<file path="src/rtl/traffic_isect_ctrl_if.sv">
// traffic_isect_ctrl_if: pedestrian request plus lamp/phase bundle; TFLT_PED_EN selects pedestrian support in the controller
interface traffic_isect_ctrl_if;
    logic       ped_req;
    logic       ns_r, ns_y, ns_g;
    logic       ew_r, ew_y, ew_g;
    logic       walk;
    logic [2:0] phase;
    modport master (input ped_req, output ns_r, ns_y, ns_g, ew_r, ew_y, ew_g, walk, phase);
    modport slave (output ped_req, input ns_r, ns_y, ns_g, ew_r, ew_y, ew_g, walk, phase);
endinterface

</file>
<file path="src/rtl/traffic_isect_ctrl.sv">
// traffic_isect_ctrl: two-way intersection lamp sequencer with optional pedestrian walk phase (enabled by TFLT_PED_EN)
module traffic_isect_ctrl #(
    parameter int GRN_CYC  = 15,
    parameter int YEL_CYC  = 2,
    parameter int AR_CYC   = 1,
    parameter int WALK_CYC = 8,
    parameter int CNT_W    = 4
) (
    input logic clk,
    input logic rst,
    traffic_isect_ctrl_if.master bus
);
    typedef enum logic [2:0] {
        IDLE   = 3'd0,
        NS_GRN = 3'd1,
        NS_YEL = 3'd2,
        AR_A   = 3'd3,
        EW_GRN = 3'd4,
        EW_YEL = 3'd5,
        AR_B   = 3'd6,
        WALK   = 3'd7
    } state_t;

    state_t             state, state_n, nxt;
    logic [CNT_W-1:0]   timer, timer_n, dur;
    logic               go;

`ifdef TFLT_PED_EN
    logic ped_pend;
    // latch pedestrian requests until the walk phase consumes them; requests during WALK are ignored
    always_ff @(posedge clk) begin
        if (rst) ped_pend <= 1'b0;
        else     ped_pend <= (state == WALK) ? 1'b0 : ped_pend | bus.ped_req;
    end
`else
    logic unused_ped;
    assign unused_ped = bus.ped_req;
`endif

    // successor state, its duration, and whether this cycle ends the current phase
    always_comb begin
        nxt = IDLE;
        dur = '0;
        case (state)
            IDLE:   nxt = AR_B;
            NS_GRN: nxt = NS_YEL;
            NS_YEL: nxt = AR_A;
            AR_A:   nxt = EW_GRN;
            EW_GRN: nxt = EW_YEL;
            EW_YEL: nxt = AR_B;
`ifdef TFLT_PED_EN
            AR_B:   nxt = ped_pend ? WALK : NS_GRN;
            WALK:   nxt = NS_GRN;
`else
            AR_B:   nxt = NS_GRN;
`endif
            default: nxt = IDLE;
        endcase
        case (nxt)
            NS_GRN, EW_GRN: dur = CNT_W'(GRN_CYC - 1);
            NS_YEL, EW_YEL: dur = CNT_W'(YEL_CYC - 1);
            AR_A, AR_B:     dur = CNT_W'(AR_CYC - 1);
            WALK:           dur = CNT_W'(WALK_CYC - 1);
            default:        dur = '0;
        endcase
        go      = (timer == '0) || (nxt == IDLE);
        state_n = go ? nxt : state;
        timer_n = go ? dur : timer - CNT_W'(1);
    end

    // state and phase timer registers
    always_ff @(posedge clk) begin
        if (rst) begin
            state <= IDLE;
            timer <= '0;
        end else begin
            state <= state_n;
            timer <= timer_n;
        end
    end

    assign bus.phase = state;
    assign bus.ns_g  = state == NS_GRN;
    assign bus.ns_y  = state == NS_YEL;
    assign bus.ew_g  = state == EW_GRN;
    assign bus.ew_y  = state == EW_YEL;
    assign bus.ns_r  = state inside {EW_GRN, EW_YEL, AR_A, AR_B, WALK};
    assign bus.ew_r  = state inside {NS_GRN, NS_YEL, AR_A, AR_B, WALK};
`ifdef TFLT_PED_EN
    assign bus.walk  = state == WALK;
`else
    assign bus.walk  = 1'b0;
`endif
endmodule

</file>
<file path="src/flat_wrapper.sv">
// flat-port wrapper written by rule: the top's interface ports become plain ports
module traffic_isect_ctrl_flat 
#(
    parameter int GRN_CYC  = 15,
    parameter int YEL_CYC  = 2,
    parameter int AR_CYC   = 1,
    parameter int WALK_CYC = 8,
    parameter int CNT_W    = 4
)
  (clk, rst, bus_ped_req, bus_ns_r, bus_ns_y, bus_ns_g, bus_ew_r, bus_ew_y, bus_ew_g, bus_walk, bus_phase);
  traffic_isect_ctrl_if bus_i ();
  input logic clk;
  input logic rst;
  input wire logic [$bits(bus_i.ped_req)-1:0] bus_ped_req;
  output wire logic [$bits(bus_i.ns_r)-1:0] bus_ns_r;
  output wire logic [$bits(bus_i.ns_y)-1:0] bus_ns_y;
  output wire logic [$bits(bus_i.ns_g)-1:0] bus_ns_g;
  output wire logic [$bits(bus_i.ew_r)-1:0] bus_ew_r;
  output wire logic [$bits(bus_i.ew_y)-1:0] bus_ew_y;
  output wire logic [$bits(bus_i.ew_g)-1:0] bus_ew_g;
  output wire logic [$bits(bus_i.walk)-1:0] bus_walk;
  output wire logic [$bits(bus_i.phase)-1:0] bus_phase;
  assign bus_i.ped_req = bus_ped_req;
  assign bus_ns_r = bus_i.ns_r;
  assign bus_ns_y = bus_i.ns_y;
  assign bus_ns_g = bus_i.ns_g;
  assign bus_ew_r = bus_i.ew_r;
  assign bus_ew_y = bus_i.ew_y;
  assign bus_ew_g = bus_i.ew_g;
  assign bus_walk = bus_i.walk;
  assign bus_phase = bus_i.phase;
  traffic_isect_ctrl #(.GRN_CYC(GRN_CYC), .YEL_CYC(YEL_CYC), .AR_CYC(AR_CYC), .WALK_CYC(WALK_CYC), .CNT_W(CNT_W)) u_core (.clk(clk), .rst(rst), .bus(bus_i));
endmodule
</file>
<file path="config.mk">
export PLATFORM = sky130hd
export DESIGN_NAME = traffic_isect_ctrl_flat
export DESIGN_NICKNAME = d
export VERILOG_FILES = /design/src/rtl/traffic_isect_ctrl_if.sv /design/src/rtl/traffic_isect_ctrl.sv /design/src/flat_wrapper.sv
export SDC_FILE = /design/constraint.sdc
export NUM_CORES = 1
export LEC_CHECK = 0
export BUFFER_PORTS_ARGS = -buffer_cell sky130_fd_sc_hd__buf_2
export CORE_AREA = 3 3 40 42
export CTS_BUF_LIST = sky130_fd_sc_hd__clkbuf_16
export DETAILED_ROUTE_END_ITERATION = 7
export DIE_AREA = 0 0 43 45
export GPL_TIMING_DRIVEN = 0
export HOLD_SLACK_MARGIN = 0.03
export PLACE_DENSITY_LB_ADDON = 0.25
export SLEW_MARGIN = 20
export SYNTH_ARGS = -nofsm -noshare
export SYNTH_HDL_FRONTEND = slang
export SYNTH_SLANG_ARGS = --single-unit
</file>
<file path="constraint.sdc">
create_clock -name clk -period 1.5 [get_ports clk]
set_clock_uncertainty 0.15 [all_clocks]
set_input_delay 0.15 -clock clk [delete_from_list [all_inputs] [get_ports clk]]
set_output_delay 0.15 -clock clk [all_outputs]
set_load 0.03 [all_outputs]
</file>
==> impl_metrics.csv <==
group,metric,value,unit
outcome,status,"complete, but fails checks",
outcome,violations,"negative setup slack",
routing,antenna_left,0,
critical_path,cp-start-kind,"flop",
timing,timing.fmax,0.618,GHz
pwr,finalPower,2.05,mW
pwr,p_int,1.19,mW
pwr,pwr-share-clk,21.5,%
grt,grt_pass1_vias,382,
critical_path,path_max_fanout,6,
clocking,cts_root_buffer,"clkbuf_16",
critical_path,cp_num_buf_inv,1,
critical_path,cp_data_arrival_time,1.63,ns
floorplan,rows,13,
critical_path,crit_path_end_kind,"flop",
place,dpl.hpwl,688,microns
critical_path,slowest_stage,"or3b_4",
layout,n_fill_cell,119,
layout,seqCellArea,143,sq um
pwr,p_per_area,2850,nW/um^2
layout,instances_no_fill,91,
grt,grt_max_degree,11,
pwr,combPwrFrac,60.8,%
critical_path,cp_top_family,"simple AND/OR/NAND/NOR gates",
clocking,htreeDepth,1,
clocking,clk_latency,0.23,ns
layout,multi_input_area,319,sq um
run,maxCapViolations,0,
critical_path,cp_slowest_stage_delay,0.41,ns
logic_synthesis,synth_cells,57,
place,place.gp.congestion,0.751,
logic_synthesis,syn_area_per_cell,7.46,sq um
critical_path,required,1.51,ns
routing,vias,451,
grt,antenna_found_initial,0,
logic_synthesis,synth_seq_area_share,32.9,%
timing,setup_viol,5,
place,port_buffers,10,
grt,grt_pass1_wl,1570,microns
routing,drt_iter0_drc,5,
critical_path,worstPathCellList,"inv_2 -> ha_4 -> or3b_4 -> or3_4 -> a21oi_2",
logic_synthesis,yosysWarningCount,0,
hold_path,min_path_type,"flop to flop",
floorplan,ios,13,
timing,rsz0062_at_grt,"true",
pwr,swShare,41.8,%
floorplan,die_x,43,microns
logic_synthesis,synth_area_leader_cell,"dfxtp_1",
logic_synthesis,syn_area,425,sq um
clocking,cts_inserted_buffers,3,
routing,drc_errors,0,
floorplan,die_height,45,microns
routing,dr.pass1.iters,4,
clocking,cts_buffer_depth,2,
place,dp_slack,-0.187,ns
floorplan,initial_core_util,33.1,%
timing,finalHoldViolations,0,
routing,wl_per_cell,11.9,microns
pwr,p_seq_share,17.7,%
timing,drv_slew,0,
grt,grt-ovfl-total,0,
timing,fin_crit_sh,108,%
logic_synthesis,synth_fp_nets,61,
layout,layout.nets,81,
pwr,peakVddDrop,1.43,mV
critical_path,path_class,"flop to flop",
floorplan,core_area,1280,sq um
clocking,path_clk_slew,0.04,ns
layout,diodes,0,
logic_synthesis,synthDistinctLibCells,26,
logic_synthesis,synth_seq_cells,7,
layout,drive_gt1_share,51.3,%
clocking,clock_sinks,7,
pwr,p_leak,0.324,nW
routing,drt_wl_total,1080,microns
timing,fin_crit,1.62,ns
logic_synthesis,synth_top_area_share,32.9,%
routing,via_per_inst,4.96,
place,dp_cells,82,
timing,setup_ws,-0.119,ns
layout,syn2layout_area_growth,68.5,%
pwr,power_switching,0.855,mW
logic_synthesis,synth_area_leaders,"dfxtp_1 (33%), nor2_1 (9.7%), nand2b_1 (8.8%)",
clocking,cts_tree,"yes",
grt,grtUsageTotal,11.4,%
floorplan,die_area,1940,sq um
[cells by family after synthesis]
group	synth area share (%)
AND/OR/NAND/NOR	30.9
AO/OA/AOI/OAI	24.1
buffers and inverters	8.23
flip-flops	32.9
adder cells (fa/ha/maj)	2.94
other	0.882
[synthesized netlist by cell type, drive strengths merged]
master and number:
clkbuf 3, o22a 1, a21o 1, a311oi 1, conb 1, a2111oi 1, nand2b 6, nor3b 1
dfxtp 7, o211a 1, o21bai 2, a31o 1, nand3 1, nor2 11, o21a 1, o211ai 1
ha 1, a21oi 4, nor3 1, or3b 1, inv 3, buf 2, nor4 2, nand2 2
or3 1
[what timing repair did]
action | in CTS | in global routing
hold buffers | 1 | 0
hold endpoints to repair | 1 | 0
cloned | 0 | 0
setup buffers | 3 | 2
gates resized for setup | 9 | 18
pin swaps | 3 | 1
endpoints found under the setup margin | 12 | 11
[layout make-up]
cell class	instances	area share (%)
buffer	4	5.24
clock inverter	1	0.524
tap	15	2.62
clock buffer	3	10.5
multi-input combinational	42	44.5
timing repair buffer	16	15.2
inverter	3	1.57
sequential	7	19.9
[routing by layer]
metal,global-route usage (%),vias up,wire length (microns)
met2,16.8,15,509
met3,5.58,2,82
met4,7.23,0,19
met1,13.4,201,469
li1,-,233,-
met5,0,-,0
[power groups by stage]
stage	registers (mW)	clock network, mW	logic, mW
floorplan	0.407	0	0.682
global placement	0.349	0	0.938
detailed placement	0.353	0	0.945
CTS	0.349	0.449	1.07
global route	0.377	0.469	1.34
finish	0.363	0.439	1.24
[cell usage in the layout, fill, tap and decap left out, drive strengths merged, types with 2 or more instances in the layout]
| cell | synthesis | layout |
|---|---|---|
| nand2 | 2 | 2 |
| o21bai | 2 | 2 |
| clkbuf | 3 | 4 |
| a21oi | 4 | 4 |
| buf | 2 | 18 |
| nor2 | 11 | 11 |
| nand2b | 6 | 6 |
| dfxtp | 7 | 7 |
| nor4 | 2 | 2 |
| inv | 3 | 4 |
[worst reg2reg max path, stage by stage (launching register included)]
cell and delay (ns):
dfxtp_2 0.31, inv_2 0.06, ha_4 0.15, or3b_4 0.41, or3_4 0.34, a21oi_2 0.13
[registers in the layout, indices dropped and copies added (netlist names)]
name,flops
u_core.bus.phase,3
u_core.timer,4
[final timing paths]
check	from	end	slack [ns]	cells past startpoint
setup / recovery	u_core.timer[0]	u_core.bus.phase[0]	-0.12	5
hold reg to reg	u_core.timer[1]	u_core.timer[3]	0.38	2
hold / removal	u_core.timer[1]	u_core.timer[3]	0.38	2
setup reg to reg	u_core.timer[0]	u_core.bus.phase[0]	-0.12	5
[per-stage QoR]
stage	hold WS (ns)	instance area [sq um]	setup TNS, ns	util [%]
after floorplan	0.0691	459	-0.400	-
after global placement	0.254	528	-0.408	41.1
after detailed placement	0.247	528	-0.560	41.1
after CTS	0.362	663	-0.425	51.6
after global routing	0.428	717	-0.542	55.8
final	0.383	717	-0.292	55.8
Power figures use the tool's default switching activity.
